### src/rtl/router_pkt_gen_if.sv
// Router-side bus of the packet generator: byte stream towards the router
// input port, per-channel read enables and the router's flow-control
// returns.
//   packet_valid  generator -> router  header/payload byte valid
//   data_out      generator -> router  byte presented to router datain
//   read_enb      generator -> router  per-channel read enable, one-hot or zero
//   busy          router -> generator  router cannot take a byte this edge
//   vld_out       router -> generator  per-channel output valid
interface router_pkt_gen_if #(
    parameter int unsigned DATA_W = 8,
    parameter int unsigned NUM_CH = 3
);
    logic              packet_valid;
    logic [DATA_W-1:0] data_out;
    logic [NUM_CH-1:0] read_enb;
    logic              busy;
    logic [NUM_CH-1:0] vld_out;

    modport master (
        output packet_valid,
        output data_out,
        output read_enb,
        input  busy,
        input  vld_out
    );

    modport slave (
        input  packet_valid,
        input  data_out,
        input  read_enb,
        output busy,
        output vld_out
    );
endinterface

### src/rtl/router_pkt_gen.sv
// Parametrised packet source for the 1xN router. A start command is turned
// into header {len,dest}, len payload bytes (LFSR or incrementing) and a
// parity byte. The generator honours router busy, then drains the target
// channel by holding its read enable until that channel's valid drops or a
// timeout expires.
// Ports:
//   clk        system clock, rising edge
//   resetn     asynchronous active-low reset
//   start      command strobe, sampled in IDLE only
//   dest       target channel, captured with start
//   len        payload length in bytes, captured with start
//   mode       payload source: 0 = LFSR, 1 = incrementing from 0
//   inj_err    invert the parity byte, captured with start
//   rtr        router-side bus (packet_valid, data_out, read_enb, busy, vld_out)
//   gen_busy   high in every state except IDLE
//   done       one-cycle pulse on completion (normal or timeout)
//   timeout    one-cycle pulse with done when the drain was aborted
//   cfg_err    one-cycle pulse when a start command is rejected
//   pkt_count  completed-packet counter, wraps at 2^16
// DATA_W must not exceed 16 (payload bytes are taken from the 16-bit LFSR).
module router_pkt_gen #(
    parameter int unsigned DATA_W     = 8,
    parameter int unsigned ADDR_W     = 2,
    parameter int unsigned NUM_CH     = 3,
    parameter int unsigned READ_DLY   = 2,
    parameter int unsigned RD_TIMEOUT = 64,
    parameter logic [15:0] LFSR_SEED  = 16'hACE1
) (
    input  logic                       clk,
    input  logic                       resetn,
    input  logic                       start,
    input  logic [ADDR_W-1:0]          dest,
    input  logic [DATA_W-ADDR_W-1:0]   len,
    input  logic                       mode,
    input  logic                       inj_err,
    router_pkt_gen_if.master           rtr,
    output logic                       gen_busy,
    output logic                       done,
    output logic                       timeout,
    output logic                       cfg_err,
    output logic [15:0]                pkt_count
);

    localparam int unsigned LEN_W = DATA_W - ADDR_W;
    localparam int unsigned DLY_W = (READ_DLY > 1) ? $clog2(READ_DLY + 1) : 1;
    localparam int unsigned RD_W  = (RD_TIMEOUT > 1) ? $clog2(RD_TIMEOUT + 1) : 1;
    localparam logic [15:0] LFSR_TAPS = 16'hB400;

    typedef enum logic [2:0] {
        S_IDLE,
        S_HEADER,
        S_PAYLOAD,
        S_PARITY,
        S_WAIT_RD,
        S_READ,
        S_FINISH
    } state_t;

    state_t             state;
    logic [LEN_W-1:0]   len_q;
    logic               mode_q;
    logic               inj_q;
    logic [NUM_CH-1:0]  ch_mask;
    logic [LEN_W-1:0]   cnt_q;
    logic [DATA_W-1:0]  par_q;
    logic [15:0]        lfsr_q;
    logic [DLY_W-1:0]   dly_cnt;
    logic [RD_W-1:0]    rd_cnt;
    logic               pv_q;
    logic [DATA_W-1:0]  data_q;
    logic [NUM_CH-1:0]  rd_q;

    logic [15:0]        lfsr_adv;
    logic [LEN_W-1:0]   cnt_nxt;
    logic [DATA_W-1:0]  par_nxt;
    logic               drained;

    // Galois LFSR x^16+x^14+x^13+x^11, shifting right
    assign lfsr_adv = {1'b0, lfsr_q[15:1]} ^ (lfsr_q[0] ? LFSR_TAPS : 16'h0000);
    assign cnt_nxt  = cnt_q + LEN_W'(1);
    // Parity folds in whatever byte is currently on the bus
    assign par_nxt  = par_q ^ data_q;
    assign drained  = (rtr.vld_out & ch_mask) == '0;

    assign rtr.packet_valid = pv_q;
    assign rtr.data_out     = data_q;
    assign rtr.read_enb     = rd_q;

    // Packet sequencer; every output is registered here
    always_ff @(posedge clk or negedge resetn) begin
        if (!resetn) begin
            state     <= S_IDLE;
            len_q     <= '0;
            mode_q    <= 1'b0;
            inj_q     <= 1'b0;
            ch_mask   <= '0;
            cnt_q     <= '0;
            par_q     <= '0;
            lfsr_q    <= LFSR_SEED;
            dly_cnt   <= '0;
            rd_cnt    <= '0;
            pv_q      <= 1'b0;
            data_q    <= '0;
            rd_q      <= '0;
            gen_busy  <= 1'b0;
            done      <= 1'b0;
            timeout   <= 1'b0;
            cfg_err   <= 1'b0;
            pkt_count <= '0;
        end else begin
            done    <= 1'b0;
            timeout <= 1'b0;
            cfg_err <= 1'b0;

            case (state)
                S_IDLE: begin
                    if (start) begin
                        if (len == '0 || 32'(dest) >= NUM_CH) begin
                            cfg_err <= 1'b1;
                        end else begin
                            len_q    <= len;
                            mode_q   <= mode;
                            inj_q    <= inj_err;
                            ch_mask  <= NUM_CH'(1) << dest;
                            cnt_q    <= '0;
                            par_q    <= '0;
                            pv_q     <= 1'b1;
                            data_q   <= {len, dest};
                            gen_busy <= 1'b1;
                            state    <= S_HEADER;
                        end
                    end
                end

                S_HEADER: begin
                    if (!rtr.busy) begin
                        par_q  <= par_nxt;
                        data_q <= mode_q ? '0 : lfsr_q[DATA_W-1:0];
                        state  <= S_PAYLOAD;
                    end
                end

                S_PAYLOAD: begin
                    if (!rtr.busy) begin
                        par_q  <= par_nxt;
                        cnt_q  <= cnt_nxt;
                        lfsr_q <= lfsr_adv;
                        if (cnt_nxt == len_q) begin
                            pv_q   <= 1'b0;
                            data_q <= inj_q ? ~par_nxt : par_nxt;
                            state  <= S_PARITY;
                        end else begin
                            data_q <= mode_q ? DATA_W'(cnt_nxt) : lfsr_adv[DATA_W-1:0];
                        end
                    end
                end

                S_PARITY: begin
                    if (!rtr.busy) begin
                        data_q  <= '0;
                        dly_cnt <= '0;
                        rd_cnt  <= '0;
                        if (READ_DLY == 0) begin
                            rd_q  <= ch_mask;
                            state <= S_READ;
                        end else begin
                            state <= S_WAIT_RD;
                        end
                    end
                end

                S_WAIT_RD: begin
                    if (dly_cnt == DLY_W'(READ_DLY - 1)) begin
                        rd_q  <= ch_mask;
                        state <= S_READ;
                    end else begin
                        dly_cnt <= dly_cnt + DLY_W'(1);
                    end
                end

                S_READ: begin
                    // A drained channel wins over a timeout on the same edge
                    if (drained) begin
                        rd_q      <= '0;
                        done      <= 1'b1;
                        pkt_count <= pkt_count + 16'd1;
                        state     <= S_FINISH;
                    end else if (rd_cnt == RD_W'(RD_TIMEOUT - 1)) begin
                        rd_q      <= '0;
                        done      <= 1'b1;
                        timeout   <= 1'b1;
                        pkt_count <= pkt_count + 16'd1;
                        state     <= S_FINISH;
                    end else begin
                        rd_cnt <= rd_cnt + RD_W'(1);
                    end
                end

                S_FINISH: begin
                    gen_busy <= 1'b0;
                    state    <= S_IDLE;
                end

                default: begin
                    state <= S_IDLE;
                end
            endcase
        end
    end

endmodule

### src/flat_wrapper.sv
// flat-port wrapper written by rule: the top's interface ports become plain ports
module router_pkt_gen_flat 
#(
    parameter int unsigned DATA_W     = 8,
    parameter int unsigned ADDR_W     = 2,
    parameter int unsigned NUM_CH     = 3,
    parameter int unsigned READ_DLY   = 2,
    parameter int unsigned RD_TIMEOUT = 64,
    parameter logic [15:0] LFSR_SEED  = 16'hACE1
)
  (clk, resetn, start, dest, len, mode, inj_err, gen_busy, done, timeout, cfg_err, pkt_count, rtr_packet_valid, rtr_data_out, rtr_read_enb, rtr_busy, rtr_vld_out);
  router_pkt_gen_if #(.DATA_W(DATA_W), .NUM_CH(NUM_CH)) rtr_i ();
  input  logic clk;
  input  logic resetn;
  input  logic start;
  input  logic [ADDR_W-1:0] dest;
  input  logic [DATA_W-ADDR_W-1:0] len;
  input  logic mode;
  input  logic inj_err;
  output logic gen_busy;
  output logic done;
  output logic timeout;
  output logic cfg_err;
  output logic [15:0] pkt_count;
  output wire logic [$bits(rtr_i.packet_valid)-1:0] rtr_packet_valid;
  output wire logic [$bits(rtr_i.data_out)-1:0] rtr_data_out;
  output wire logic [$bits(rtr_i.read_enb)-1:0] rtr_read_enb;
  input wire logic [$bits(rtr_i.busy)-1:0] rtr_busy;
  input wire logic [$bits(rtr_i.vld_out)-1:0] rtr_vld_out;
  assign rtr_packet_valid = rtr_i.packet_valid;
  assign rtr_data_out = rtr_i.data_out;
  assign rtr_read_enb = rtr_i.read_enb;
  assign rtr_i.busy = rtr_busy;
  assign rtr_i.vld_out = rtr_vld_out;
  router_pkt_gen #(.DATA_W(DATA_W), .ADDR_W(ADDR_W), .NUM_CH(NUM_CH), .READ_DLY(READ_DLY), .RD_TIMEOUT(RD_TIMEOUT), .LFSR_SEED(LFSR_SEED)) u_core (.clk(clk), .resetn(resetn), .start(start), .dest(dest), .len(len), .mode(mode), .inj_err(inj_err), .rtr(rtr_i), .gen_busy(gen_busy), .done(done), .timeout(timeout), .cfg_err(cfg_err), .pkt_count(pkt_count));
endmodule
### config.mk
export PLATFORM = sky130hd
export DESIGN_NAME = router_pkt_gen_flat
export DESIGN_NICKNAME = d
export VERILOG_FILES = /design/src/rtl/router_pkt_gen_if.sv /design/src/rtl/router_pkt_gen.sv /design/src/flat_wrapper.sv
export SDC_FILE = /design/constraint.sdc
export NUM_CORES = 1
export LEC_CHECK = 0
export CELL_PAD_IN_SITES_DETAIL_PLACEMENT = 1
export CELL_PAD_IN_SITES_GLOBAL_PLACEMENT = 1
export CORE_UTILIZATION = 44
export DETAILED_ROUTE_END_ITERATION = 8
export PLACE_DENSITY_LB_ADDON = 0.15
export SLEW_MARGIN = 20
export SYNTH_ARGS = -nofsm -noshare
export SYNTH_HDL_FRONTEND = slang
export SYNTH_SLANG_ARGS = --single-unit
### constraint.sdc
create_clock -name clk -period 2.7 [get_ports clk]
set_clock_uncertainty 0.1 [all_clocks]
set_input_delay 0.54 -clock clk [delete_from_list [all_inputs] [get_ports clk]]
set_output_delay 0.54 -clock clk [all_outputs]
set_load 0.02 [all_outputs]
Word-level counts from Yosys, hierarchy flattened
Index checks and enable logic that the tools add are counted.
- input bits: 17
- bits in registers: 85
- output and inout port bits: 32
- shift operators: 1
- bitwise logic cells: 6
- $lt $le $gt $ge: 1
- multiplexer cells: 56
- add/subtract/negate cells: 4
- reduce and logical (&&, ||, !) cells: 25
- equal/unequal tests: 21
- operators with widths (cell ; number):
    $mux W8 ; 12
    $mux W16 ; 3
    $mux W3 ; 12
    $pmux W8 S4 ; 1
    $mux W7 ; 3
    $mux W6 ; 3
    $ne A2 B2 Y1 const B ; 9
    $pmux W3 S6 ; 1
    $add A16 B1 Y16 const B ; 1
    $pmux W8 S2 ; 1
    $xor A15 B16 Y16 ; 1
    $pmux W7 S2 ; 1
    $reduce_bool A2 Y1 ; 7
    $mux W1 ; 12
    $pmux W6 S2 ; 1
    $reduce_and A3 Y1 ; 4
    $reduce_and A4 Y1 ; 3
    $eq A3 B3 Y1 const B ; 3
    $not A8 Y8 ; 1
    $reduce_and A8 Y1 ; 1
    $xor A8 B8 Y8 ; 1
    $add A7 B1 Y7 const B ; 1
    $eq A7 B6 Y1 const B ; 1
    $add A6 B1 Y6 const B ; 1
    other kinds (23) ; 30

Depth between registers and ports, before layout
- word-level depth: 6
- depth in mapped cells: 7

Least setup slack after synthesis
No wires, ideal clock.
- path type: input-to-reg
- from: input len[4]
- to: register u_core.mode_q
- setup slack: 0.560 ns
- data required time: 2.472 ns
- buffers on the path: 1
- library setup time: 0.128 ns
- stages on the path: 5
- data arrival time: 1.912 ns
- path through: or4_4 > o211a_1 > nand3_1 > buf_4 > mux2_1
- cells in the longest elaborated chain, start to end: 4
- ends and longest elaborated chain (item ; RTL line ; RTL):
    from (decl) ; flat_wrapper.sv:17 ; input logic [DATA_W-ADDR_W-1:0] len;
    $logic_not A6 Y1 ; router_pkt_gen.sv:118 ; if (len == '0 || 32'(dest) >= NUM_CH) begin
    $logic_or A1 B1 Y1 ; router_pkt_gen.sv:118 ;
    $not A1 Y1 (no source line) ; n/a ;
    $reduce_and A3 Y1 (no source line) ; n/a ;
    to (signal assigned) ; router_pkt_gen.sv:122 ; mode_q <= mode;
    to (decl) ; router_pkt_gen.sv:61 ; logic mode_q;
No other way between the ends.
A chain may end at the register's enable or synchronous reset.

Worst setup path in the final report
- from: input len[3]
- to: register u_core.state[0]
- cells in the longest elaborated chain, start to end: 4
- ends and longest elaborated chain (item ; RTL line ; RTL):
    $logic_not A6 Y1 ; router_pkt_gen.sv:118 ;
    $logic_or A1 B1 Y1 ; router_pkt_gen.sv:118 ;
    $ne A2 B2 Y1 (no source line) ; n/a ;
    $reduce_and A8 Y1 (no source line) ; n/a ;
    to (signal assigned) ; router_pkt_gen.sv:130 ; state <= S_HEADER;
    to (signal assigned) ; router_pkt_gen.sv:139 ; state <= S_PAYLOAD;
    to (signal assigned) ; router_pkt_gen.sv:151 ; state <= S_PARITY;
    to (decl) ; router_pkt_gen.sv:59 ; state_t state;
No other way between the ends.

==> run_results.csv <==
group,metric,value,unit
logic_synthesis,netlist_top_cells_count,"dfrtp_1 (77), nand2_1 (66), a21oi_1 (37)",
critical_path,worst_r2r_path_depth,6,
cts,cts_setup_buffers,0,
die,die-area,10820,µm²
logic_synthesis,synth_fa_ha_area_share,1.093,%
placement,port_buffers,48,
placement,gp_congestion,0.7962,
timing,fin_hold_ws,0.06169,ns
placement,postPlaceCellArea,5324,µm²
critical_path,path_cells,"clkdlybuf4s50_1 -> or4_4 -> buf_4 -> o21a_1 -> nor4_1 -> nor3_1 -> a22o_1",
cts,cts_buffer_depth,2,
route,drtPass1Iterations,4,
cts,root_buffer,"clkbuf_8",
critical_path,crit_type,"in -> reg",
finish,syn_to_final_growth,20.43,%
logic_synthesis,async_flop_share,100.0,%
die,rows,36,
critical_path,slowest_delay,0.55,ns
critical_path,reg2reg_from,"u_core.cnt_q[0]$_DFFE_PN0P_",
logic_synthesis,synth_edf_count,0,
grt,grt_pass1_vias,4002,
timing,fin_crit_sh,89.11,%
placement,hpwl,8920,µm
logic_synthesis,synth_xor_area_share,9.478,%
finish,fin_area,5517,µm²
critical_path,critPathSlowestCell,"or4_4",
logic_synthesis,syn_area,4581,µm²
critical_path,path_max_fanout,3,
route,detail_route.iter0.violations,157,
die,die_x,104.0,µm
logic_synthesis,ys_top_cells_by_area,"dfrtp_1 (42%), xnor2_1 (5.7%), nand2_1 (5.4%)",
logic_synthesis,ys_warn_count,0,
min_path,min_path_type,"in -> async",
logic_synthesis,muxShareOfSynthArea,3.906,%
route,antenna_left,0,
pwr,ir_drop,0.0006211,V
cts,cts.reportedPaths.clkPinSlew,0.08,ns
timing,hold_viol_final,0,
critical_path,worstPathRequired,2.84,ns
route,vias_per_cell,5.660,
logic_synthesis,ys_seq_area_share,46.65,%
grt,grt_start_max_net_pins,47,
logic_synthesis,synth-compound-area-share,16.58,%
die,ios,49,
grt,overflow,0,
finish,multi_input_area,2322,µm²
finish,nets,547,
critical_path,start_kind,"input port",
logic_synthesis,synth_seq_cells,85,
logic_synthesis,synth_top_cell_by_area,"dfrtp_1",
cts,cts_inserted_buffers,9,
grt,grt_usage,23.56,%
timing,grt_setup_unrepaired,"false",
route,drcViolationCount,0,
logic_synthesis,synth_nets,486,
route,num_vias,3758,
timing,period_minus_slack,2.406,ns
grt,antenna_found_initial,0,
cts,h-tree-depth,3,
route,wl_per_cell,18.26,µm
pwr,leakage,0.002354,µW
critical_path,worst-path-buf-inv,2,
critical_path,r2r_slack,0.32,ns
timing,slew_viol_final,0,
timing,max_slew_margin,54.68,%
cts,post_cts_resized,0,
grt,grt_pass1_wl,20420,µm
route,wl,12130,µm
placement,dp_cells,648,
cts,tritoncts,"built",
finish,finalNonFillerCells,664,
cts,clkLatencyLatePin,0.35,ns
timing,setup_viol,0,
die,dieHeight,104.0,µm
pwr,powerDensity,1073,nW/µm²
logic_synthesis,netlist_instances,465,
logic_synthesis,ys.flop_type,"dfrtp_1",
cts,hold_buffers,0,
die,core-area,9910,µm²
logic_synthesis,yosys.cell_types.count,66,
logic_synthesis,avgSynthCellArea,9.851,µm²
cts,clock_sinks,85,
status,status,"finished clean",
logic_synthesis,synth_top_family_by_area,"simple AND/OR/NAND/NOR gates",
finish,diodes,0,
critical_path,end_kind,"register",
logic_synthesis,yosysMostFrequentCell,"dfrtp_1",
timing,fmaxAchievable,0.4156,GHz
timing,worst_pin_slew,0.6752,ns
logic_synthesis,synthSimpleGateAreaFrac,19.64,%
finish,fillCellCount,1132,
job,cap_violations,0,
logic_synthesis,synth_top_cell_area_share,42.07,%
finish,drive_gt1_share,14.12,%
critical_path,crit_family,"simple AND/OR/NAND/NOR gates",
die,initial_core_util,46.22,%
critical_path,arrival,2.54,ns
critical_path,worstReg2RegEnd,"u_core.rtr.data_out[7]$_DFFE_PN0P_",
finish,regArea,2137,µm²
-- routing by layer --
metal / share of wire [%] / up-vias / global-route usage [%]
met5: 0 / - / 0
met4: 1.5 / 0 / 6.837
li1: - / 1772 / -
met3: 3.8 / 11 / 3.509
met2: 51 / 77 / 39.90
met1: 44 / 1898 / 31.28
-- flip-flops by register name, indices dropped and copies added (netlist names) --
register / flops
u_core.cfg_err: 1
u_core.ch_mask: 3
u_core.cnt_q: 6
u_core.dly_cnt: 2
u_core.done: 1
u_core.gen_busy: 1
u_core.inj_q: 1
u_core.len_q: 6
u_core.lfsr_q: 16
u_core.mode_q: 1
u_core.par_q: 8
u_core.pkt_count: 16
u_core.rd_cnt: 7
u_core.rtr.data_out: 8
u_core.rtr.packet_valid: 1
u_core.rtr.read_enb: 3
u_core.state: 3
u_core.timeout: 1
-- per-stage QoR --
stage                     util (%)  setup WS (ns)  power (µW)  setup TNS (ns)
after global placement       53.72        0.05432        4870               0
final                        55.67         0.2941        5920               0
after global routing         55.67         0.2033        6334               0
after floorplan                  -         0.5603        4022               0
after CTS                    55.67         0.3195        5973               0
after detailed placement     53.72       -0.01354        5014        -0.02189
-- cell type report --
type	instances	area share, %
clock inverters	4	0.8619
inverters	4	0.2722
well taps	133	3.017
clock buffers	12	2.631
multi-input cells	354	42.10
repair buffers	72	12.38
flip-flops and latches	85	38.74
-- logic make-up (layout without fill, tap and decap cells) --
kind of cell,after synthesis,count (layout)
compound gates,117,117
xor+xnor,48,48
fa+ha+maj,4,4
buf+inv,26,92
flops,85,85
mux,16,16
simple gates,169,169
-- where the power goes --
group          internal (µW)  switching [µW]  leakage (µW)
logic                   1250            1490       0.00120
registers               1720             543       0.00106
clock network            452             462     0.0000964
total                   3420            2500       0.00235
-- layout by cell type, fill, tap and decap left out, drive strengths merged, types with 6 or more instances in the layout --
master         instances
nor2                  31
buf                   25
dfrtp                 77
nand2                 67
a31oi                 10
clkdlybuf4s50         47
nand3                 11
o21ai                 26
mux2                  15
and3                   8
clkbuf                12
nor3                   6
a21oi                 38
dfstp                  8
o22ai                  9
nand4                 12
xnor2                 30
xor2                  17
-- how the worst max path moves through the flow --
stage,start,to,cells after the start
2_1_floorplan,len[4],u_core.mode_q$_DFFE_PN0P_,5
3_3_place_gp,len[4],u_core.inj_q$_DFFE_PN0P_,6
3_5_place_dp,len[3],u_core.par_q[2]$_DFFE_PN0P_,8
4_1_cts,u_core.cnt_q[0]$_DFFE_PN0P_,u_core.rtr.data_out[7]$_DFFE_PN0P_,6
5_1_grt,u_core.cnt_q[0]$_DFFE_PN0P_,u_core.rtr.data_out[7]$_DFFE_PN0P_,6
6_report,len[3],u_core.state[0]$_DFFE_PN0P_,7
(Power assumes the default switching activity.)
